**src/rtl/mcp_arb.sv**
```systemverilog
// mcp_arb: round-robin arbiter and sequencer in front of a single mcp send
// port. One requester at a time is granted and its word is launched with a
// single-cycle asend. The arbiter then waits for the mcp handshake to return
// aready and acknowledges the winner with a one-cycle ack pulse. A watchdog
// flags a transfer whose handshake never comes back.

module mcp_arb #(
  parameter int DWIDTH  = 8,
  parameter int NUM_REQ = 4,
  parameter int TIMEOUT = 255
) (
  input  logic                      clk,
  input  logic                      rst,
  input  logic [NUM_REQ-1:0]        req,
  input  logic [NUM_REQ*DWIDTH-1:0] req_data,
  output logic [NUM_REQ-1:0]        ack,
  output logic [NUM_REQ-1:0]        grant,
  output logic                      busy,
  output logic                      asend,
  output logic [DWIDTH-1:0]         adatain,
  input  logic                      aready,
  output logic                      timeout_err,
  input  logic                      err_clr
);

  // Index width for a requester number, watchdog width able to hold TIMEOUT.
  localparam int IW = (NUM_REQ > 1) ? $clog2(NUM_REQ) : 1;
  localparam int WW = (TIMEOUT > 1) ? $clog2(TIMEOUT + 1) : 1;

  typedef enum logic [1:0] {
    ST_IDLE = 2'd0,
    ST_SEND = 2'd1,
    ST_WAIT = 2'd2,
    ST_DONE = 2'd3
  } state_t;

  // Registered state and outputs.
  state_t              state_reg,    state_next;
  logic [NUM_REQ-1:0]  grant_reg,    grant_next;
  logic [NUM_REQ-1:0]  ack_reg,      ack_next;
  logic                asend_reg,    asend_next;
  logic                busy_reg,     busy_next;
  logic [DWIDTH-1:0]   adatain_reg,  adatain_next;
  logic                err_reg,      err_next;
  logic [IW-1:0]       last_reg,     last_next;
  logic [IW-1:0]       win_idx_reg,  win_idx_next;
  logic [WW-1:0]       wd_reg,       wd_next;
  logic                seen_low_reg, seen_low_next;

  // Arbitration results for the current cycle.
  logic [DWIDTH-1:0]   req_word [NUM_REQ];
  logic                pick_found;
  logic [IW-1:0]       pick_idx;
  logic [NUM_REQ-1:0]  pick_onehot;
  logic                err_set;
  int                  scan_idx;
  logic [IW-1:0]       cand_idx;

  // Split the flattened request bus into per-requester words and build the
  // one-hot form of the winning index.
  for (genvar gi = 0; gi < NUM_REQ; gi++) begin : g_req
    assign req_word[gi]    = req_data[gi*DWIDTH +: DWIDTH];
    assign pick_onehot[gi] = (pick_idx == IW'(gi));
  end

  // Round-robin pick: scan from last+1 upward with wrap. The loop runs from
  // the farthest candidate down to the nearest, so the nearest set request
  // is the final assignment and wins.
  always_comb begin
    pick_found = 1'b0;
    pick_idx   = '0;
    scan_idx   = 0;
    cand_idx   = '0;
    for (int k = NUM_REQ; k >= 1; k--) begin
      scan_idx = (int'(last_reg) + k) % NUM_REQ;
      cand_idx = IW'(scan_idx);
      if (req[cand_idx]) begin
        pick_found = 1'b1;
        pick_idx   = cand_idx;
      end
    end
  end

  // Sequencer next-state and output logic: IDLE -> SEND -> WAIT -> DONE.
  always_comb begin
    state_next    = state_reg;
    grant_next    = grant_reg;
    ack_next      = '0;
    asend_next    = 1'b0;
    adatain_next  = adatain_reg;
    last_next     = last_reg;
    win_idx_next  = win_idx_reg;
    wd_next       = wd_reg;
    seen_low_next = seen_low_reg;
    err_set       = 1'b0;

    case (state_reg)
      ST_IDLE: begin
        // Only launch while the mcp can take a word; otherwise issue nothing.
        if (pick_found && aready) begin
          state_next   = ST_SEND;
          grant_next   = pick_onehot;
          win_idx_next = pick_idx;
          adatain_next = req_word[pick_idx];
          asend_next   = 1'b1;
        end
      end

      ST_SEND: begin
        // The mcp captures adatain this cycle; start a fresh handshake watch.
        state_next    = ST_WAIT;
        wd_next       = '0;
        seen_low_next = 1'b0;
      end

      ST_WAIT: begin
        // Saturating watchdog; the flag fires once on the step into TIMEOUT.
        if (wd_reg != WW'(TIMEOUT)) begin
          wd_next = wd_reg + 1'b1;
        end
        if (wd_reg == WW'(TIMEOUT - 1)) begin
          err_set = 1'b1;
        end
        // A high aready only counts once the mcp has been seen busy, so a
        // stale ready from before the launch cannot complete the transfer.
        if (!aready) begin
          seen_low_next = 1'b1;
        end
        if (seen_low_reg && aready) begin
          state_next = ST_DONE;
          ack_next   = grant_reg;
          last_next  = win_idx_reg;
        end
      end

      ST_DONE: begin
        state_next = ST_IDLE;
        grant_next = '0;
      end

      default: begin
        state_next = ST_IDLE;
        grant_next = '0;
      end
    endcase

    busy_next = (state_next != ST_IDLE);

    // Sticky error: a new timeout takes priority over a coincident clear.
    if (err_set) begin
      err_next = 1'b1;
    end else if (err_clr) begin
      err_next = 1'b0;
    end else begin
      err_next = err_reg;
    end
  end

  // State and output registers; reset abandons any in-flight transfer.
  always_ff @(posedge clk or posedge rst) begin
    if (rst) begin
      state_reg    <= ST_IDLE;
      grant_reg    <= '0;
      ack_reg      <= '0;
      asend_reg    <= 1'b0;
      busy_reg     <= 1'b0;
      adatain_reg  <= '0;
      err_reg      <= 1'b0;
      last_reg     <= IW'(NUM_REQ - 1);
      win_idx_reg  <= '0;
      wd_reg       <= '0;
      seen_low_reg <= 1'b0;
    end else begin
      state_reg    <= state_next;
      grant_reg    <= grant_next;
      ack_reg      <= ack_next;
      asend_reg    <= asend_next;
      busy_reg     <= busy_next;
      adatain_reg  <= adatain_next;
      err_reg      <= err_next;
      last_reg     <= last_next;
      win_idx_reg  <= win_idx_next;
      wd_reg       <= wd_next;
      seen_low_reg <= seen_low_next;
    end
  end

  assign ack         = ack_reg;
  assign grant       = grant_reg;
  assign busy        = busy_reg;
  assign asend       = asend_reg;
  assign adatain     = adatain_reg;
  assign timeout_err = err_reg;

endmodule
```
**config.mk**
```make
export PLATFORM = sky130hd
export DESIGN_NAME = mcp_arb
export DESIGN_NICKNAME = d
export VERILOG_FILES = /design/src/rtl/mcp_arb.sv
export SDC_FILE = /design/constraint.sdc
export NUM_CORES = 1
export LEC_CHECK = 0
export CAP_MARGIN = 20
export CORE_MARGIN = 1.5
export CORE_UTILIZATION = 46
export DETAILED_ROUTE_END_ITERATION = 10
export GPL_ROUTABILITY_DRIVEN = 0
export GPL_TIMING_DRIVEN = 0
export HOLD_SLACK_MARGIN = 0.05
export PLACE_DENSITY = 0.85
export SLEW_MARGIN = 10
export SYNTH_ARGS = -nofsm -noshare
export SYNTH_HDL_FRONTEND = slang
export SYNTH_SLANG_ARGS = --single-unit
```
**constraint.sdc**
```tcl
create_clock -name clk -period 2.2 [get_ports clk]
set_input_delay 0.33 -clock clk [delete_from_list [all_inputs] [get_ports clk]]
set_output_delay 0.33 -clock clk [all_outputs]
set_load 0.03 [all_outputs]
```
==> results by group, run 1 <==
Run status
  – Run status: finished clean

Logic synthesis
  – YS warnings: 0
  – Number of unique standard cell types used by synthesis: 42
  – Syn avg cell area: 10.77 sq um
  – Synthesized instance count: 169
  – Net Count, Synth: 215
  – Synth Cell Area: 0.001820 sq mm
  – Area share of the largest cell type after synthesis: 43.99%
  – Sequential share of the synthesized area: 46.87%
  – Synthesized flop and latch total: 34
  – Main area contributors after synthesis: dfrtp_1, mux2i_1, nand2_1
  – Dominant cell type by area after synthesis: dfrtp_1

Timing
  – Clock tree skew after final layout: 0.004403 ns
  – Aggregate negative setup slack: 0 ns
  – Worst hold slack: 0.4613 ns
  – Final Critical Period: 1.829 ns
  – Fmax: 546.7 MHz
  – Period utilisation layout: 83.14%
  – Max-slew violation count: 0
  – Unrepaired setup endpoints after global routing: false
  – Max transition margin: 54.69%
  – Number of hold violations in the final report: 0
  – Number of failing setup endpoints in the final timing report: 0
  – Transition time of the tightest slew-check pin: 0.6787 ns

Floorplanning
  – Total core area: 0.003744 sq mm
  – Vert. Die Dim: 65.91 um
  – Row cnt: 22
  – Number of I/O pins: 59
  – Floorplan die width: 65.91 um
  – Initial cell density of the core: 48.63%
  – Area enclosed by the die boundary: 0.004344 sq mm

Clock tree
  – Resized Gates After CTS: 0
  – Buffers from clock root to sink, at most: 2
  – Clock Pin Slew Worst Setup and Hold Paths: 0.07 ns
  – Clock net sink count: 34
  – Clock tree from TritonCTS: yes
  – Clock latency at the later pin of the worst-skew pair: 0.29 ns
  – Number of H-tree levels: 2
  – TritonCTS Buffers: 5
  – Setup Buffers After CTS: 0
  – Clk Tree Root Cell: clkbuf_8
  – Hold-fix buffer count after cts: 0

Placed design
  – Cell area after placement: 0.002461 sq mm
  – Dpl cells: 275
  – Detailed-placement wirelength estimate: 2.999 mm
  – Count of port buffers added during placement: 58

Routing
  – Iter 0 DRT Violations: 68
  – Residual DRC: 0
  – Total routed wirelength: 4.118 mm
  – Number of iterations in the first detailed-routing pass: 4
  – Wire length per cell: 14.60 um
  – Via count: 1529
  – Per-cell via count in the routed design: 5.422
  – Number of antenna-violating nets in the routed design: 0

Worst setup path
  – Cells traversed along the worst timing path: nand3b_1 > a31oi_1 > buf_4 > buf_8 > mux2i_1 > o221ai_2
  – Crit path capture type: flop
  – Critical-path maximum fanout: 10
  – Worst endpoint data arrival time: 1.99 ns
  – Cell with the largest stage delay on the worst path: dfstp_2
  – Worst Path Class, Setup: flop to flop
  – Max incr delay on CP: 0.59 ns
  – Critical path required time: 2.36 ns
  – Crit path launch type: flop

Finish
  – Number of nets in the layout: 280
  – Leading cell type in the layout, fill and taps excluded: clkdlybuf4s50_1
  – Layout cells sized above 1: 11.11%
  – Design area: 0.002540 sq mm
  – Post-route non-filler standard cell count: 282
  – Ant. Diodes: 0
  – Leading cell types in the layout, fill and taps excluded: clkdlybuf4s50_1, dfrtp_1, nand2_1
  – Layout-stage area growth over the synthesis result: 39.52%

Global routing
  – Via count of the first global-routing pass: 1461
  – Antenna violations before repair: 0
  – First-pass GRT wire length: 6.741 mm
  – Pin count of the biggest net entering global routing: 35
  – Overflow after GRT: 0
  – Total routing resource utilization after global routing: 20.77%

Job
  – Max-cap violations: 0

Hold path
  – Worst hold path class: input port to asynchronous set/reset pin

Power
  – Pwr Total: 2923 uW
  – PD cells: 1151 mW/mm^2
  – P_leak: 0.001136 uW
  – Max IR drop VDD: 664.9 uV
[worst paths after layout]
check,from,end,slack (ns),depth (start not counted)
worst max-delay path,last_reg[1]$_DFFE_PP1P_,adatain[1]$_DFFE_PP0P_,0.37,6
worst min-delay path,rst,ack[2]$_DFF_PP0_,0.46,2
worst max register to register,last_reg[1]$_DFFE_PP1P_,adatain[1]$_DFFE_PP0P_,0.37,6
worst min register to register,last_reg[0]$_DFFE_PP1P_,last_reg[0]$_DFFE_PP1P_,0.48,2
max in group asynchronous,rst,adatain[4]$_DFFE_PP0P_,1.30,2
min in group clk,last_reg[0]$_DFFE_PP1P_,last_reg[0]$_DFFE_PP1P_,0.48,2
[where the power goes]
group | switching, uW | internal [uW] | total [uW]
clock | 227 | 212 | 439
combinational | 801 | 656 | 1460
sequential | 174 | 853 | 1030
[metal layers]
layer	track usage (%)	vias to the layer above	part of all wire, %
met2	32.20	50	49
met1	26.85	747	44
met3	6.303	2	5.7
met4	8.854	0	0.66
met5	0	-	0
li1	-	730	-
[Yosys cell counts, drive strengths merged]
cell type and instances:
nand2 23, dfstp 2, nor2 8, o21ai 8
dfrtp 32, or4 1, inv 10, o31ai 2
o221ai 8, nor3 1, a31oi 1, nand2b 3
or2 1, nor2b 1, nand4 3, xor2 1
buf 5, o21bai 1, o21a 1, a21boi 1
o22ai 1, a21oi 3, xnor2 2, and2 4
and3 2, ha 6, nand3b 1, clkbuf 1
a2bb2oi 3, a21o 2, mux2i 19, o211ai 1
nand3 11
[layout make-up]
class | instances | area [sq um]
inverter | 10 | 37.54
sequential | 34 | 853.3
clock buffer | 5 | 68.82
clock inverter | 2 | 10.01
fill | 296 | 1204
buffer | 6 | 65.06
multi-input combinational | 119 | 864.6
tap | 48 | 60.06
timing repair buffer | 58 | 580.6
[critical path: cells and delay by family (launching register included)]
kind	cells	cell delay [ns]
buf+inv	2	0.42
flops	1	0.59
compound gates	2	0.31
simple gates	1	0.09
mux	1	0.27
[kinds of logic (layout without fill, tap and decap cells)]
| family | Yosys count | after routing | synth area share [%] |
|---|---|---|---|
| buffers and inverters | 16 | 81 | 5.635 |
| flip-flops | 34 | 34 | 46.87 |
| XOR/XNOR | 3 | 3 | 1.444 |
| AO/OA/AOI/OAI | 32 | 32 | 14.98 |
| AND/OR/NAND/NOR | 59 | 59 | 16.49 |
| multiplexers | 19 | 19 | 10.45 |
| adder cells (fa/ha/maj) | 6 | 6 | 4.124 |
[metrics by stage]
stage               utilization, %  setup slack (ns)
floorplan                        -            0.5952
global placement             65.74            0.1126
detailed placement           65.74           0.05085
CTS                          67.85            0.3352
global route                 67.85            0.1906
finish                       67.85            0.3709
(Power assumes the default switching activity.)
==> inputs of run 2 (changes only) <==
==> constraint.sdc (replaced) <==
create_clock -name clk -period 1.7 [get_ports clk]
set_input_delay 0.255 -clock clk [delete_from_list [all_inputs] [get_ports clk]]
set_output_delay 0.255 -clock clk [all_outputs]
set_load 0.03 [all_outputs]
==> run 2 against run 1 <==
Net effect:
- the run now ends with negative setup slack left
- utilization rose by 4.4 points
- cell area grew 6.6%
- sequential share of layout area down 2.1 points
- critical path depth is 1 lower
==> results by group, run 2 (same netlist as run 1, synthesis figures left out) <==
Power
  – PD cells: 1524 mW/mm^2
  – Max IR drop VDD: 861.4 uV
  – Reported net switching power: 1702 uW
  – Net Sw Frac: 41.26%
  – Clock network fraction of total power: 13.9%
  – Logic gate share of total power: 53.2%
  – Internal power contribution: 2424 uW
  – Sequential cell fraction of total power: 32.9%
  – Pwr Total: 4126 uW
  – P_leak: 0.001182 uW

Routing
  – Residual DRC: 0
  – Total routed wirelength: 4.670 mm
  – Detail Route met3 WL: 285 um
  – Wire length per cell: 16.16 um
  – Top routing layer used: met4
  – Via count: 1564
  – Total routed wire length on the met1 layer: 1.991 mm
  – Iter 0 DRT Violations: 93
  – Number of iterations in the first detailed-routing pass: 4
  – Per-cell via count in the routed design: 5.412
  – Number of antenna-violating nets in the routed design: 0
  – Met2 wire length: 2.291 mm

Global routing
  – Pin count of the biggest net entering global routing: 35
  – Overflow after GRT: 0
  – Via count of the first global-routing pass: 1471
  – Antenna violations before repair: 0
  – First-pass GRT wire length: 6.989 mm
  – Total routing resource utilization after global routing: 21.72%

Timing
  – Max-slew violation count: 0
  – Unrepaired setup endpoints after global routing: true
  – Worst Slack Setup Final: -0.02666 ns
  – Aggregate negative setup slack: -0.07154 ns
  – Fmax: 579.2 MHz
  – Final Critical Period: 1.727 ns
  – Transition time of the tightest slew-check pin: 0.7009 ns
  – Max transition margin: 53.21%
  – Clock tree skew after final layout: 0.008330 ns
  – Worst hold slack: 0.3907 ns
  – Period utilisation layout: 101.6%
  – Number of hold violations in the final report: 0
  – Number of failing setup endpoints in the final timing report: 5

Worst setup path
  – Crit path launch type: flop
  – Critical path required time: 1.86 ns
  – Worst Path Class, Setup: flop to flop
  – Worst endpoint data arrival time: 1.89 ns
  – Crit path capture type: flop
  – Critical-path maximum fanout: 10

Floorplanning
  – Number of I/O pins: 59
  – Total core area: 0.003744 sq mm
  – Floorplan die width: 65.91 um
  – Initial cell density of the core: 48.63%
  – Vert. Die Dim: 65.91 um
  – Row cnt: 22
  – Area enclosed by the die boundary: 0.004344 sq mm

Placed design
  – Pre-CTS setup slack: -0.3742 ns
  – Count of port buffers added during placement: 58
  – Detailed-placement wirelength estimate: 2.999 mm
  – Dpl cells: 275

Clock tree
  – TritonCTS Buffers: 5
  – Hold-fix buffer count after cts: 0
  – Clock Pin Slew Worst Setup and Hold Paths: 0.07 ns
  – Clk Tree Root Cell: clkbuf_8
  – Clock tree from TritonCTS: yes
  – Clock latency at the later pin of the worst-skew pair: 0.29 ns
  – Clock net sink count: 34
  – Buffers from clock root to sink, at most: 2
  – Number of H-tree levels: 2

Run status
  – Run status: finished with violations
  – Violated checks: negative setup slack

Finish
  – Ant. Diodes: 0
  – Layout-stage area growth over the synthesis result: 48.66%
  – Number of nets in the layout: 287
  – Leading cell type in the layout, fill and taps excluded: clkdlybuf4s50_1
  – Layout cells sized above 1: 20.33%
  – Number of fillers in the final layout: 277
  – Post-route non-filler standard cell count: 289
  – Leading cell types in the layout, fill and taps excluded: clkdlybuf4s50_1, dfrtp_1, nand2_1

Job
  – Max-cap violations: 0

Hold path
  – Worst hold path class: input port to asynchronous set/reset pin
-- run 2: stage by stage --
stage	area, sq um	util (%)
finish	2706	72.29
global route	2706	72.29
CTS	2586	69.08
detailed placement	2461	65.74
global placement	2461	65.74
floorplan	1821	-
-- run 2: power groups by stage --
stage          Combinational (uW)  Clock, uW  Sequential [uW]
2_1_floorplan                 997          0             1580
3_3_place_gp                 1840          0             1330
3_5_place_dp                 1890          0             1330
4_1_cts                      1980        572             1330
5_1_grt                      2370        610             1390
6_report                     2200        572             1360
-- run 2: final cells by class --
cell class | instances | area [sq um] | area share (%)
well taps | 48 | 60.06 | 2.219
clock inverters | 2 | 10.01 | 0.3699
plain buffers | 5 | 66.31 | 2.450
inverters | 10 | 37.54 | 1.387
repair buffers | 65 | 639.4 | 23.62
flip-flops and latches | 34 | 853.3 | 31.53
clock buffers | 5 | 68.82 | 2.543
multi-input cells | 120 | 970.9 | 35.88
-- run 2: final timing paths --
kind | from | to | slack (ns) | cells past startpoint
hold reg to reg | wd_reg[7]$_DFFE_PP0P_ | wd_reg[7]$_DFFE_PP0P_ | 0.48 | 1
min in group clk | wd_reg[7]$_DFFE_PP0P_ | wd_reg[7]$_DFFE_PP0P_ | 0.48 | 1
hold / removal | rst | wd_reg[1]$_DFFE_PP0P_ | 0.39 | 2
setup / recovery | last_reg[1]$_DFFE_PP1P_ | adatain[1]$_DFFE_PP0P_ | -0.03 | 5
setup reg to reg | last_reg[1]$_DFFE_PP1P_ | adatain[1]$_DFFE_PP0P_ | -0.03 | 5
max in group asynchronous | rst | adatain[4]$_DFFE_PP0P_ | 0.85 | 2
-- run 2: per-layer routing --
metal | track usage [%] | vias to the layer above
met2 | 33.46 | 59
met3 | 6.644 | 11
met1 | 28.43 | 752
li1 | - | 742
met4 | 8.854 | 0
met5 | 0 | -
-- run 2: what timing repair did --
| action | CTS | global route |
|---|---|---|
| setup buffers | 4 | 3 |
| gates cloned | 0 | 1 |
| pin swaps | 0 | 5 |
| endpoints found under the setup margin | 15 | 14 |
| resized for setup | 6 | 19 |
| hold endpoints to repair | 0 | 0 |
-- run 2: worst max-delay path, cell delays in order, from the launching register on --
cell	delay, ns
dfstp_2	0.63
mux2i_2	0.28
a2bb2oi_4	0.26
a21o_4	0.18
buf_12	0.13
o221ai_2	0.11
